File: config.mk
export PLATFORM = sky130hd
export DESIGN_NAME = single_seven_segment_display_top
export DESIGN_NICKNAME = d
export VERILOG_FILES = /design/src/rtl/single_seven_segment_display_pkg.sv /design/src/rtl/single_seven_segment_display_top_seg7_decoder.sv /design/src/rtl/single_seven_segment_display_top.sv
export SDC_FILE = /design/constraint.sdc
export NUM_CORES = 1
export LEC_CHECK = 0
export ABC_AREA = 0
export ABC_CLOCK_PERIOD_IN_PS = 3570
export BUFFER_PORTS_ARGS = -buffer_cell sky130_fd_sc_hd__buf_4
export CORE_MARGIN = 2
export CORE_UTILIZATION = 58
export DETAILED_ROUTE_END_ITERATION = 6
export PLACE_DENSITY_LB_ADDON = 0.25
export RECOVER_POWER = 50
export SYNTH_ARGS = -nofsm -noshare
export SYNTH_HDL_FRONTEND = slang
export SYNTH_SLANG_ARGS = --single-unit
File: constraint.sdc
create_clock -name clk -period 3.57 [get_ports clk]
set_input_delay 0.1785 -clock clk [delete_from_list [all_inputs] [get_ports clk]]
set_output_delay 0.1785 -clock clk [all_outputs]
set_load 0.02 [all_outputs]
File: src/rtl/single_seven_segment_display_pkg.sv
// Shared constants for the single-digit seven-segment display.
// The segment patterns are active low and written {g,f,e,d,c,b,a}.
package single_seven_segment_display_pkg;
   localparam int DEFAULT_CLK_FREQ_HZ = 100_000_000;

   localparam logic [6:0] SEG_0     = 7'b1000000;
   localparam logic [6:0] SEG_1     = 7'b1111001;
   localparam logic [6:0] SEG_2     = 7'b0100100;
   localparam logic [6:0] SEG_3     = 7'b0110000;
   localparam logic [6:0] SEG_4     = 7'b0011001;
   localparam logic [6:0] SEG_5     = 7'b0010010;
   localparam logic [6:0] SEG_6     = 7'b0000010;
   localparam logic [6:0] SEG_7     = 7'b1111000;
   localparam logic [6:0] SEG_8     = 7'b0000000;
   localparam logic [6:0] SEG_9     = 7'b0010000;
   localparam logic [6:0] SEG_BLANK = 7'b1111111;

   localparam logic [7:0] AN_DIGIT0 = 8'hFE;
endpackage

File: src/rtl/single_seven_segment_display_top_seg7_decoder.sv
// Combinational BCD digit to active-low cathode decoder.
// Codes 10-15 blank the digit.
module seg7_decoder
   import single_seven_segment_display_pkg::*;
(
   input  logic [3:0] digit,
   output logic [6:0] seg
);
   always_comb begin
      seg = SEG_BLANK;
      case (digit)
         4'd0: seg = SEG_0;
         4'd1: seg = SEG_1;
         4'd2: seg = SEG_2;
         4'd3: seg = SEG_3;
         4'd4: seg = SEG_4;
         4'd5: seg = SEG_5;
         4'd6: seg = SEG_6;
         4'd7: seg = SEG_7;
         4'd8: seg = SEG_8;
         4'd9: seg = SEG_9;
         default: seg = SEG_BLANK;
      endcase
   end
endmodule

File: src/rtl/single_seven_segment_display_top.sv
// Nexys4 DDR top: divides clk to a 1 Hz square wave and counts 0-9 on its
// rising edges, showing the digit on AN0.
module single_seven_segment_display_top
   import single_seven_segment_display_pkg::*;
#(
   parameter int CLK_FREQ_HZ        = DEFAULT_CLK_FREQ_HZ,
   parameter int TICK_HZ            = 1,
   parameter int HALF_PERIOD_CYCLES = CLK_FREQ_HZ / (2 * TICK_HZ),
   parameter int DIGIT_MAX          = 9
) (
   input  logic       clk,
   input  logic       reset,
   input  logic       enable,
   output logic [6:0] ssdCathode,
   output logic [7:0] ssdAnode,
   output logic       clk_1Hz_reg
);
   localparam int CNT_W = (HALF_PERIOD_CYCLES > 1) ? $clog2(HALF_PERIOD_CYCLES) : 1;
   localparam logic [CNT_W-1:0] CNT_LAST = CNT_W'(HALF_PERIOD_CYCLES - 1);
   localparam logic [3:0]       DIG_LAST = 4'(DIGIT_MAX);

   // Power-up values match reset so the board shows 0 without a reset press.
   logic [CNT_W-1:0] count     = '0;
   logic             tick_q    = 1'b0;
   logic [3:0]       digit     = 4'd0;

   logic terminal;
   logic rise;

   assign terminal = enable && (count == CNT_LAST);
   // The square wave goes 0->1 on this edge; it drives the digit as an enable.
   assign rise     = terminal && !tick_q;

   always_ff @(posedge clk) begin
      if (reset) begin
         count  <= '0;
         tick_q <= 1'b0;
      end else if (terminal) begin
         count  <= '0;
         tick_q <= ~tick_q;
      end else if (enable) begin
         count  <= count + CNT_W'(1);
      end
   end

   always_ff @(posedge clk) begin
      if (reset) begin
         digit <= 4'd0;
      end else if (rise) begin
         digit <= (digit == DIG_LAST) ? 4'd0 : digit + 4'd1;
      end
   end

   seg7_decoder u_dec (
      .digit (digit),
      .seg   (ssdCathode)
   );

   assign ssdAnode    = AN_DIGIT0;
   assign clk_1Hz_reg = tick_q;
endmodule

== Word-level counts from Yosys, hierarchy flattened ==
Memories as Yosys holds them, arrays and structs flattened. A register that Yosys moved wholly into a read port is not among the register bits.
Index checks and enable logic that the tools add are counted.

* $add $sub $neg: 2
* Eq/ne operators: 2
* Muxes and demuxes: 3
* Bitwise logic cells: 1
* Reductions and logical operators: 4

{| class="wikitable"
|+ Operators with widths
! operator !! number
|-
| 26-bit by 1-bit adder with 26-bit output (second input constant) || 1
|-
| 26-bit equality test (second input constant) || 1
|-
| 4-bit two-way mux || 3
|-
| 4-bit by 1-bit adder with 4-bit output (second input constant) || 1
|-
| 4-bit equality test (second input constant) || 1
|-
| 1-bit logical AND || 2
|-
| 2-bit OR reduction || 1
|-
| 1-bit zero test || 1
|-
| 1-bit inverter || 1
|}

* Register bits: 31
* ROM bits: 112
* Input port bits: 3
* Output and inout port bits: 16
* Memories kept: 1

{| class="wikitable"
|+ Memory list
! name !! depth !! width !! read ports !! clocked after memory_dff !! wr ports !! line !! RTL
|-
| (name not given) || 16 || 7 || 1 || 1 || 0 || single_seven_segment_display_top_seg7_decoder.sv:11 || <nowiki>case (digit)</nowiki>
|}

== Logic depth before layout (Yosys ltp) ==
Gate-level depths: netlist of run 1.

* Depth in word-level cells: 5
* Gate-level depth with buffers: 12
* Gate-level depth less buffers: 11

== Modules after synthesis ==
From an unflattened synthesis of run 1, not the netlist that was laid out.

* Cell total of the unflattened synthesis: 218
* Area, all modules: 1,790.5 sq um

{| class="wikitable"
|+ By module, submodules not included
! module !! instances !! cells an instance !! area each (sq um) !! seq. area each (sq um)
|-
| single_seven_segment_display_top || 1 || 185 || 1,580.3 || 620.6
|-
| seg7_decoder || 1 || 33 || 210.2 || 0.0
|}

== Worst setup path before layout of run 1 ==
Ideal clock, no wire load.

* Kind: register to register
* From: reg count[7]
* To: reg, netlist name u_dec.seg[3]
* Setup time: 70 ps
* Arrival: 2,989 ps
* Required time: 3,500 ps
* Setup slack: 511 ps
* Cell stages (with the launch flop): 10
* Path through: dfxtp_1 or4b_1 or4_1 buf_6 or4_4 a21oi_4 inv_1 ha_1 or3b_1 a21oi_1

* Word-level cells in the longest chain between the ends: 5

{| class="wikitable"
|+ RTL lines
! element !! line !! RTL
|-
| start, declared || single_seven_segment_display_top.sv:23 || <nowiki>logic [CNT_W-1:0] count = '0;</nowiki>
|-
| start signal, assigned || single_seven_segment_display_top.sv:42 || <nowiki>count <= count + CNT_W'(1);</nowiki>
|-
| 26-bit equality test || single_seven_segment_display_top.sv:30 || <nowiki>assign terminal = enable && (count == CNT_LAST);</nowiki>
|-
| 1-bit logical AND || single_seven_segment_display_top.sv:30 ||
|-
| 1-bit logical AND || single_seven_segment_display_top.sv:32 || <nowiki>assign rise = terminal && !tick_q;</nowiki>
|-
| 4-bit two-way mux (no line) (2 in series) || - ||
|}

Every way passes these cells.
A chain may end at the register's enable or synchronous reset.

== Worst setup path in the final report of run 1 ==
* From: reg count[7]
* To: reg count[6]

* Word-level cells in the longest chain between the ends: 3

{| class="wikitable"
|+ RTL lines
! element !! line
|-
| 26-bit equality test || single_seven_segment_display_top.sv:30
|-
| 1-bit logical AND || single_seven_segment_display_top.sv:30
|-
| 2-bit OR reduction (no line) || -
|}

Every way passes these cells.

==> run_results.csv, run 1 <==
group,metric,value,unit
cts,h-tree-depth,2,
cts,clk_latency,0.35,ns
cts,post_cts_resized,0,
status,outcome,"finished clean",
setup_path,reg2reg_slack,0.34,ns
power_and_ir_drop,vdd_drop_max,0.279,mV
cts,cts.sinks,38,
die,die_h,61.3,µm
place,pre_cts_slack,0.392,ns
hold_path,min_to,"clk_1Hz_reg",
setup_path,path_delay_family,"simple AND/OR/NAND/NOR gates",
die,die_x,61.3,µm
cts,clockBufferDepth,2,
synth,synth-adder-area-share,0.0394,
grt,antenna_found_initial,0,
power_and_ir_drop,power,0.740,mW
detailed_routing,drt_wl_total,3580,µm
setup_path,required,3.77,ns
setup_path,cp_cell_sequence,"or4b_1, or4_1, clkbuf_1, o21ai_0, clkbuf_1, nor2_1",
timing,fmax,310,MHz
setup_path,critPathLaunchType,"flip-flop",
final_layout,drive_above_1_share,0.0736,
final_layout,nets,239,
timing,skew,0.0130,ns
synth,ys_types,42,
place,dp.cells,267,
synth,synth_edf_count,0,
die,coreArea,0.00308,mm²
cts,cts-hold-fix-buffers,0,
synth,synth_top_area_share,0.399,
grt,globalRouteOverflowTotal,0,
flow_run,max_cap_viol_count,0,
place,port_buffers,10,
setup_path,crit_fanout,21,
die,start_util,0.619,
synth,yosysTopAreaCell,"dfxtp_1",
synth,synth_area,0.00190,mm²
timing,setup_viol,0,
synth,syn_inst,218,
grt,grt_pass1_vias,1434,
place,dpl.hpwl,2650,µm
setup_path,worstPathBufferInverterCount,2,
timing,worst_slack,0.344,ns
place,gp_congestion,0.867,
final_layout,fin_area,0.00201,mm²
die,pin_count,19,
cts,clk_transition_reported_paths,0.12,ns
timing,tightest_slew,0.873,ns
final_layout,largest_register_ffs,26,
timing,period_needed,3.23,ns
final_layout,finalNonFillerCells,275,
place,dpl_cell_area,0.00199,mm²
synth,synth_top_family_by_area,"simple AND/OR/NAND/NOR gates",
synth,synthFlopType,"dfxtp_1",
final_layout,diodes,0,
cts,post_cts_buffers,0,
synth,synthMuxAreaShare,0.0283,
synth,ys_seq_elements,38,
final_layout,regMostFlops,"count",
detailed_routing,antenna_left,0,
setup_path,path_class,"flip-flop to flip-flop",
die,dieArea,0.00376,mm²
setup_path,cp_slowest_stage_delay,0.72,ns
cts,cts_buffers,5,
setup_path,rr_worst_depth,6,
die,std_cell_rows,20,
synth,synth_seq_area_share,0.399,
power_and_ir_drop,p_per_area,367,mW/mm²
setup_path,cpMostUsedCell,"clkbuf_1",
detailed_routing,firstDrtPassIters,4,
setup_path,r2r_start,"count[7]",
hold_path,min_path_type,"primary input to flip-flop",
cts,cts_tree,"done",
timing,final-hold-violation-count,0,
synth,synthSimpleGateAreaFrac,0.256,
hold_path,min_from,"reset",
detailed_routing,drc,0,
synth,ys_top_cells_by_area,"dfxtp_1 40%, nor2_1 7.7%, xnor2_1 6.4%",
detailed_routing,wl_per_cell,13.0,µm
detailed_routing,first_iter_violations,122,
synth,synth_xor_area_frac,0.129,
cts,root_buffer,"clkbuf_4",
synth,yosys_warnings,0,
hold_path,holdPathStages,2,
synth,async_reset_ff_frac,0,
timing,finalCritPeriodShare,0.904,
timing,tns,0,ns
setup_path,arrival,3.43,ns
timing,slew_headroom,0.418,
detailed_routing,vias,1480,
detailed_routing,vias_per_cell,5.38,
setup_path,crit_path_end_kind,"flip-flop",
synth,synth-compound-area-share,0.0775,
timing,rsz0062_at_grt,"false",
grt,grt.total_usage,0.226,
grt,grt_max_degree,22,
final_layout,area_delta_synth_final,5.78,%
grt,grt_pass1_wl,6150,µm
power_and_ir_drop,p_leak,0.752,nW
setup_path,cp_slowest_cell,"clkbuf_1",
setup_path,r2r_end,"count[6]",
synth,synth.avg_cell_area,8.74,µm²
timing,maxSlewViolCount,0,
## metrics by stage
stage	hold slack (ns)	util
after floorplan	0.341	-
final	0.0774	0.654
after CTS	0.0760	0.672
after detailed placement	0.449	0.646
after global routing	0.0840	0.654
after global placement	0.452	0.646
## placed cells by master (no fill, tap or decap), types with 2 or more instances in the layout
cell type / count
nor2_1: 39
dfxtp_1: 38
nand2_1: 15
xor2_1: 14
xnor2_1: 14
inv_1: 10
clkbuf_1: 10
nand3_1: 9
conb_1: 8
a21oi_1: 7
nand4_1: 7
ha_1: 6
and3_1: 5
nor3_1: 5
clkbuf_4: 5
mux2i_1: 4
buf_4: 3
nor2b_1: 2
o21a_1: 2
or3b_1: 2
o21ai_0: 2
nor4_1: 2
clkinv_2: 2
## synthesized netlist by cell type (all sizes together), types with 2 or more instances
library cell,n
nand2,16
nand3,9
dfxtp,38
o21ai,2
mux2i,5
nor4,2
or3b,2
nor3,6
buf,9
conb,2
inv,10
a21oi,8
o21a,2
or4,2
ha,6
nor2b,2
xor2,14
xnor2,14
and3,5
nand4,7
clkbuf,5
nor2,40
## worst max-delay path by stage
| stage | startpoint | endpoint | slack (ns) | cells after the start |
|---|---|---|---|---|
| 2_1_floorplan | count[7] | u_dec.seg[3] | 0.51 | 9 |
| 3_3_place_gp | count[7] | u_dec.seg[3] | 0.57 | 8 |
| 3_5_place_dp | count[7] | u_dec.seg[3] | 0.39 | 8 |
| 4_1_cts | count[7] | u_dec.seg[3] | 0.37 | 8 |
| 5_1_grt | count[7] | count[12] | 0.14 | 6 |
| 6_report | count[7] | count[6] | 0.34 | 6 |
## where the power goes
group          internal, mW  switching, mW  leakage, nW
clock                 0.145          0.142       0.0450
sequential            0.426        0.00246        0.306
combinational       0.00547         0.0182        0.400
## metal layers
layer	GRT usage	share of wire
met3	0.0567	0.062
met5	0	0
met2	0.407	0.52
met4	0.112	0.016
met1	0.245	0.41
## logic make-up (layout without fill, tap and decap cells)
group | count (synthesis) | count (layout)
flip-flops | 38 | 38
other | 2 | 8
multiplexers | 5 | 5
adder cells (fa/ha/maj) | 6 | 6
AND/OR/NAND/NOR | 96 | 96
XOR/XNOR | 28 | 28
AO/OA/AOI/OAI | 19 | 19
buffers and inverters | 24 | 31
## area by class of cell
type                            count  area (µm²)
Multi-Input combinational cell    162        1020
Timing Repair Buffer               13        60.1
Tap cell                           44        55.1
Inverter                           10        37.5
Sequential cell                    38         761
Fill cell                         277        1060
Clock inverter                      3        40.0
Clock buffer                        5        37.5
## worst register-to-register path, cell delays in order (launching register included)
cell      delay, ns
dfxtp_1        0.36
or4b_1         0.52
or4_1          0.56
clkbuf_1       0.24
o21ai_0        0.56
clkbuf_1       0.72
nor2_1         0.13
No activity file was read; power rests on OpenSTA's default activity.
==> run 2: changes to the inputs <==
Settings changed: SYNTH_HIERARCHICAL set to 1.
==> run 2 against run 1 <==
  * Worst setup slack better by 0.86 ns
  * Clock-buffer cell count grew 2
  * Total power decreased by 24%
==> run_results.csv, run 2 <==
group,metric,value,unit
synth,ys_types,41,
power_and_ir_drop,vdd_drop_max,0.234,mV
final_layout,multi_input_area,0.00104,mm²
timing,maxSlewViolCount,0,
grt,grt_pass1_wl,6030,µm
synth,synth_top_family_by_area,"simple AND/OR/NAND/NOR gates",
place,dpl.hpwl,2440,µm
timing,period_needed,2.37,ns
final_layout,final_common_cell,"dfxtp_1",
grt,grt_max_degree,27,
die,pin_count,19,
hold_path,min_path_type,"primary input to flip-flop",
timing,finalCritPeriodShare,0.664,
synth,ys_seq_elements,31,
synth,synth.most_common_cell,"dfxtp_1",
die,die_h,59.6,µm
synth,synth-adder-area-share,0.0419,
synth,async_reset_ff_frac,0,
detailed_routing,first_iter_violations,82,
detailed_routing,vias_per_cell,5.96,
detailed_routing,wl_per_cell,13.4,µm
status,outcome,"finished clean",
grt,grt.total_usage,0.223,
timing,slew_headroom,0.314,
die,die_x,59.6,µm
power_and_ir_drop,power,0.563,mW
power_and_ir_drop,p_leak,0.605,nW
setup_path,critPathLaunchType,"flip-flop",
cts,clk_latency,0.32,ns
detailed_routing,drc,0,
synth,ys_top_cells_by_area,"dfxtp_1 35%, a21oi_1 4.8%, nor2_1 4.6%",
synth,synthFlopType,"dfxtp_1",
synth,synth_xor_area_frac,0.0636,
detailed_routing,drt_wl_total,3450,µm
timing,fmax,422,MHz
setup_path,required,3.73,ns
synth,synth-compound-area-share,0.136,
synth,synth_seq_area_share,0.347,
final_layout,largest_register_ffs,26,
final_layout,diodes,0,
die,coreArea,0.00300,mm²
setup_path,crit_fanout,26,
synth,synth_area,0.00179,mm²
synth,synth_edf_count,0,
timing,worst_hold_slack,0.0595,ns
cts,post_cts_buffers,0,
final_layout,area_delta_synth_final,2.24,%
synth,synthSimpleGateAreaFrac,0.309,
cts,cts.sinks,31,
cts,post_cts_resized,0,
synth,synth_common_cells,"31 x dfxtp_1, 22 x nor2_1, 17 x a21oi_1",
cts,clockBufferDepth,2,
synth,yosysTopAreaCell,"dfxtp_1",
synth,synthMuxAreaShare,0.0175,
setup_path,crit_path_end_kind,"flip-flop",
timing,final-hold-violation-count,0,
setup_path,reg2reg_slack,1.20,ns
final_layout,seqCellArea,621,µm²
synth,synth.avg_cell_area,8.21,µm²
timing,tns,0,ns
flow_run,max_cap_viol_count,0,
final_layout,fin_area,0.00183,mm²
detailed_routing,vias,1538,
setup_path,arrival,2.53,ns
final_layout,nets,233,
synth,synth_top_area_share,0.347,
cts,cts_buffers,5,
place,dpl_cell_area,0.00181,mm²
timing,rsz0062_at_grt,"false",
cts,root_buffer,"clkbuf_4",
power_and_ir_drop,p_per_area,307,mW/mm²
die,std_cell_rows,20,
timing,skew,0.00941,ns
grt,antenna_found_initial,0,
die,dieArea,0.00355,mm²
grt,globalRouteOverflowTotal,0,
final_layout,n_fill_cell,301,
final_layout,drive_above_1_share,0.0844,
place,gp_congestion,0.829,
cts,h-tree-depth,2,
detailed_routing,antenna_left,0,
cts,cts_tree,"done",
synth,syn_inst,218,
grt,grt_pass1_vias,1372,
final_layout,final_cell_mix,"31 x dfxtp_1, 22 x nor2_1, 18 x a21oi_1",
cts,clk_transition_reported_paths,0.09,ns
timing,tightest_slew,1.03,ns
place,port_buffers,10,
synth,yosys_warnings,6,
setup_path,path_class,"flip-flop to flip-flop",
die,start_util,0.596,
cts,cts-hold-fix-buffers,0,
timing,setup_viol,0,
detailed_routing,firstDrtPassIters,4,
-- run 2: cell count changes in the layout (fill, tap and decap cells not counted), sizes merged, moves of 5 or more --
cell / previous run / this run
a21oi: 8 / 18
nand2: 16 / 11
o31ai: 1 / 7
or4: 2 / 8
dfxtp: 38 / 31
o21ai: 2 / 16
or3: 0 / 8
xor2: 14 / 6
nor2: 40 / 22
xnor2: 14 / 7
nand2b: 0 / 6
-- run 2: worst max-delay path, cell delays in order (launching register included) --
cell and delay [ns]:
dfxtp_1 0.41, ha_1 0.19, and4_1 0.39, nand4_1 0.23, o21bai_2 0.87, nor2_1 0.12
-- run 2: worst paths after layout --
kind / from / end / cells past startpoint
worst min register to register: count[25] / count[25] / 2
worst min-delay path: reset / clk_1Hz_reg / 2
worst max-delay path: count[0] / count[7] / 5
worst max register to register: count[0] / count[7] / 5
-- run 2: stage by stage --
stage	std cells	utilization	worst slack, ns
6_report	258	0.610	1.20
5_1_grt	258	0.610	0.924
4_1_cts	258	0.620	1.19
3_5_place_dp	250	0.603	1.20
3_3_place_gp	250	0.603	1.36
2_1_floorplan	224	-	1.81
-- run 2: area by class of cell --
type | instances | share of cell area
multi-input combinational | 169 | 0.570
sequential | 31 | 0.339
timing repair buffer | 10 | 0.0267
clock buffer | 7 | 0.0246
tap | 33 | 0.0226
inverter | 7 | 0.0144
clock inverter | 1 | 0.00273
-- run 2: per-layer routing --
| metal | vias to the layer above | GRT usage | routed length, µm |
|---|---|---|---|
| li1 | 776 | - | - |
| met5 | - | 0 | 0 |
| met2 | 22 | 0.374 | 1680 |
| met3 | 4 | 0.0655 | 114 |
| met4 | 0 | 0.0698 | 38 |
| met1 | 736 | 0.274 | 1620 |
-- run 2: report_power, final --
| part | leakage (nW) | internal, mW | switching (mW) | total [mW] |
|---|---|---|---|---|
| clock | 0.0293 | 0.0766 | 0.112 | 0.188 |
| sequential | 0.250 | 0.348 | 0.00323 | 0.351 |
| combinational | 0.325 | 0.00634 | 0.0169 | 0.0232 |
-- run 2: cell families after synthesis --
logic type	Yosys count
flip-flops	31
buffers and inverters	24
XOR/XNOR	13
multiplexers	3
AND/OR/NAND/NOR	96
AO/OA/AOI/OAI	43
other	2
adder cells (fa/ha/maj)	6
==> run 3: changes to the inputs <==
Settings changed: ABC_AREA 0 to 1, ABC_CLOCK_PERIOD_IN_PS 3570 to 2100, CORE_UTILIZATION 58 to 53.
Clock period 3.57 ns to 2.1 ns, I/O delays scaled along.
==> run 3 against run 2 <==
  * Clock power increased to 2.8 times the previous value
  * Clock-buffer cell count increased by 1
  * Routed wire length increased by 27%
  * Non-clock buffer count increased by 2
  * Critical endpoint is now ssdCathode[3]
  * Highest routed layer unchanged
==> run_results.csv, run 3 <==
group,metric,value,unit
timing,setup_viol,0,
setup_path,path_class,"flip-flop to primary output",
final_layout,final_cell_mix,"101 x nand2_1, 67 x nor2_1, 38 x inv_1",
detailed_routing,first_iter_violations,79,
detailed_routing,vias,1977,
synth,ys_seq_elements,31,
power_and_ir_drop,p_leak,0.927,nW
die,coreArea,0.00374,mm²
detailed_routing,wl_met3,157,µm
timing,tns,0,ns
place,gp_congestion,0.865,
setup_path,cp_slowest_cell,"dfxtp_1",
synth,synth_edf_count,0,
setup_path,arrival,1.58,ns
timing,skew,0.00783,ns
die,start_util,0.564,
timing,worst_slack,0.416,ns
synth,synthFlopType,"dfxtp_1",
final_layout,area_delta_synth_final,6.94,%
synth,ys_types,28,
grt,grt_pass1_wl,7520,µm
cts,cts.sinks,31,
timing,fmax,594,MHz
final_layout,largest_register_ffs,26,
final_layout,drive_above_1_share,0.0924,
timing,finalCritPeriodShare,0.802,
synth,yosys_warnings,6,
synth,synth.most_common_cell,"nand2_1",
detailed_routing,drt-met1-wl,2160,µm
cts,post_cts_resized,0,
timing,rsz0062_at_grt,"false",
cts,clk_transition_reported_paths,0.06,ns
cts,root_buffer,"clkbuf_8",
timing,final-hold-violation-count,0,
setup_path,critPathLaunchType,"flip-flop",
cts,clk_latency,0.29,ns
synth,synth_top_area_share,0.294,
setup_path,crit_fanout,8,
cts,clockBufferDepth,2,
synth,syn_inst,342,
setup_path,cp_cell_sequence,"inv_1, ha_1, nand2_1, nand3_1, nand2_1, buf_4",
detailed_routing,drc,0,
final_layout,nets,365,
detailed_routing,firstDrtPassIters,4,
cts,h-tree-depth,2,
place,port_buffers,10,
hold_path,min_path_type,"primary input to flip-flop",
flow_run,max_cap_viol_count,0,
timing,maxSlewViolCount,0,
grt,antenna_found_initial,0,
final_layout,diodes,0,
setup_path,cp_slowest_stage_delay,0.48,ns
synth,synth_seq_area_share,0.294,
place,dpl.hpwl,3400,µm
synth,synth_area,0.00211,mm²
grt,grt_pass1_vias,1747,
grt,grt_max_degree,22,
place,pre_cts_slack,0.516,ns
grt,grt.total_usage,0.223,
cts,cts_buffers,5,
place,dp.cells,396,
die,dieArea,0.00450,mm²
setup_path,crit_path_end_kind,"primary output",
die,die_h,67.1,µm
synth,async_reset_ff_frac,0,
synth,ys_top_cells_by_area,"dfxtp_1 29%, nand2_1 18%, nor2_1 12%",
grt,globalRouteOverflowTotal,0,
setup_path,required,2.00,ns
detailed_routing,wl_met2,2000,µm
synth,synth_common_cells,"101 x nand2_1, 66 x nor2_1, 37 x inv_1",
detailed_routing,vias_per_cell,4.88,
timing,worst_hold_slack,0.153,ns
synth,yosysTopAreaCell,"dfxtp_1",
detailed_routing,drt_wl_total,4390,µm
die,std_cell_rows,22,
setup_path,cpMostUsedCell,"nand2_1",
detailed_routing,antenna_left,0,
final_layout,finalNonFillerCells,405,
cts,cts_tree,"done",
die,pin_count,19,
detailed_routing,wl_per_cell,10.8,µm
detailed_routing,top_layer,"met4",
power_and_ir_drop,p_per_area,515,mW/mm²
power_and_ir_drop,vdd_drop_max,0.338,mV
final_layout,final_common_cell,"nand2_1",
die,die_x,67.1,µm
status,outcome,"finished clean",
timing,period_needed,1.68,ns
synth,synth.avg_cell_area,6.17,µm²
## run 3: changes by cell type after synthesis, moves of 12 or more
cell,previous run,this run
nand2_1,11,101
nor2_1,22,66
inv_1,7,37
o21ai_0,16,1
a21oi_1,17,5
nand3_1,10,22
## run 3: layout make-up
| cell class | count | area [µm²] |
|---|---|---|
| fillers | 385 | 1490 |
| multi-input cells | 258 | 1230 |
| flip-flops and latches | 31 | 621 |
| inverters | 48 | 183 |
| clock buffers | 8 | 100 |
| repair buffers | 12 | 66.3 |
| well taps | 48 | 60.1 |
## run 3: routing by layer
metal | vias up | GRT usage
met3 | 8 | 0.0507
met2 | 34 | 0.360
met1 | 875 | 0.290
met4 | 0 | 0.0765
li1 | 1060 | -
met5 | - | 0
## run 3: final timing paths
| path | startpoint | endpoint | slack [ns] | depth (start not counted) |
|---|---|---|---|---|
| hold / removal | enable | count[1] | 0.15 | 3 |
| setup / recovery | digit[0] | ssdCathode[3] | 0.42 | 6 |
| setup reg to reg | count[0] | digit[1] | 0.47 | 9 |
| hold reg to reg | count[1] | count[1] | 0.49 | 2 |
## run 3: cells by family (layout without fill, tap and decap cells)
group | after synthesis | count (layout) | share of synthesized area
AO/OA/AOI/OAI | 12 | 12 | 0.0332
XOR/XNOR | 13 | 13 | 0.0540
adder cells (fa/ha/maj) | 6 | 6 | 0.0356
buffers and inverters | 59 | 68 | 0.128
flip-flops | 31 | 31 | 0.294
other | 2 | 8 | 0.00356
AND/OR/NAND/NOR | 219 | 219 | 0.452
## run 3: power by group
group | switching (mW) | internal (mW)
logic | 0.0352 | 0.0110
registers | 0.00308 | 0.591
clock network | 0.222 | 0.299
total | 0.260 | 0.901
## run 3: metrics by stage
stage	utilization	instance area (µm²)	total power, mW
after floorplan	-	2130	0.656
after global placement	0.585	2190	0.651
after detailed placement	0.585	2190	0.652
after CTS	0.614	2300	1.17
after global routing	0.603	2260	1.20
final	0.603	2260	1.16
## run 3: what timing repair did
action	4_1_cts	5_1_grt
buffers inserted	0	0
endpoints found under the hold margin	1	0
hold buffers	1	0
## run 3: worst max-delay path, delay by kind of cell, from the launching register on
kind,cells,cell delay (ns)
flops,1,0.48
fa+ha+maj,1,0.31
buf+inv,2,0.28
simple gates,3,0.23
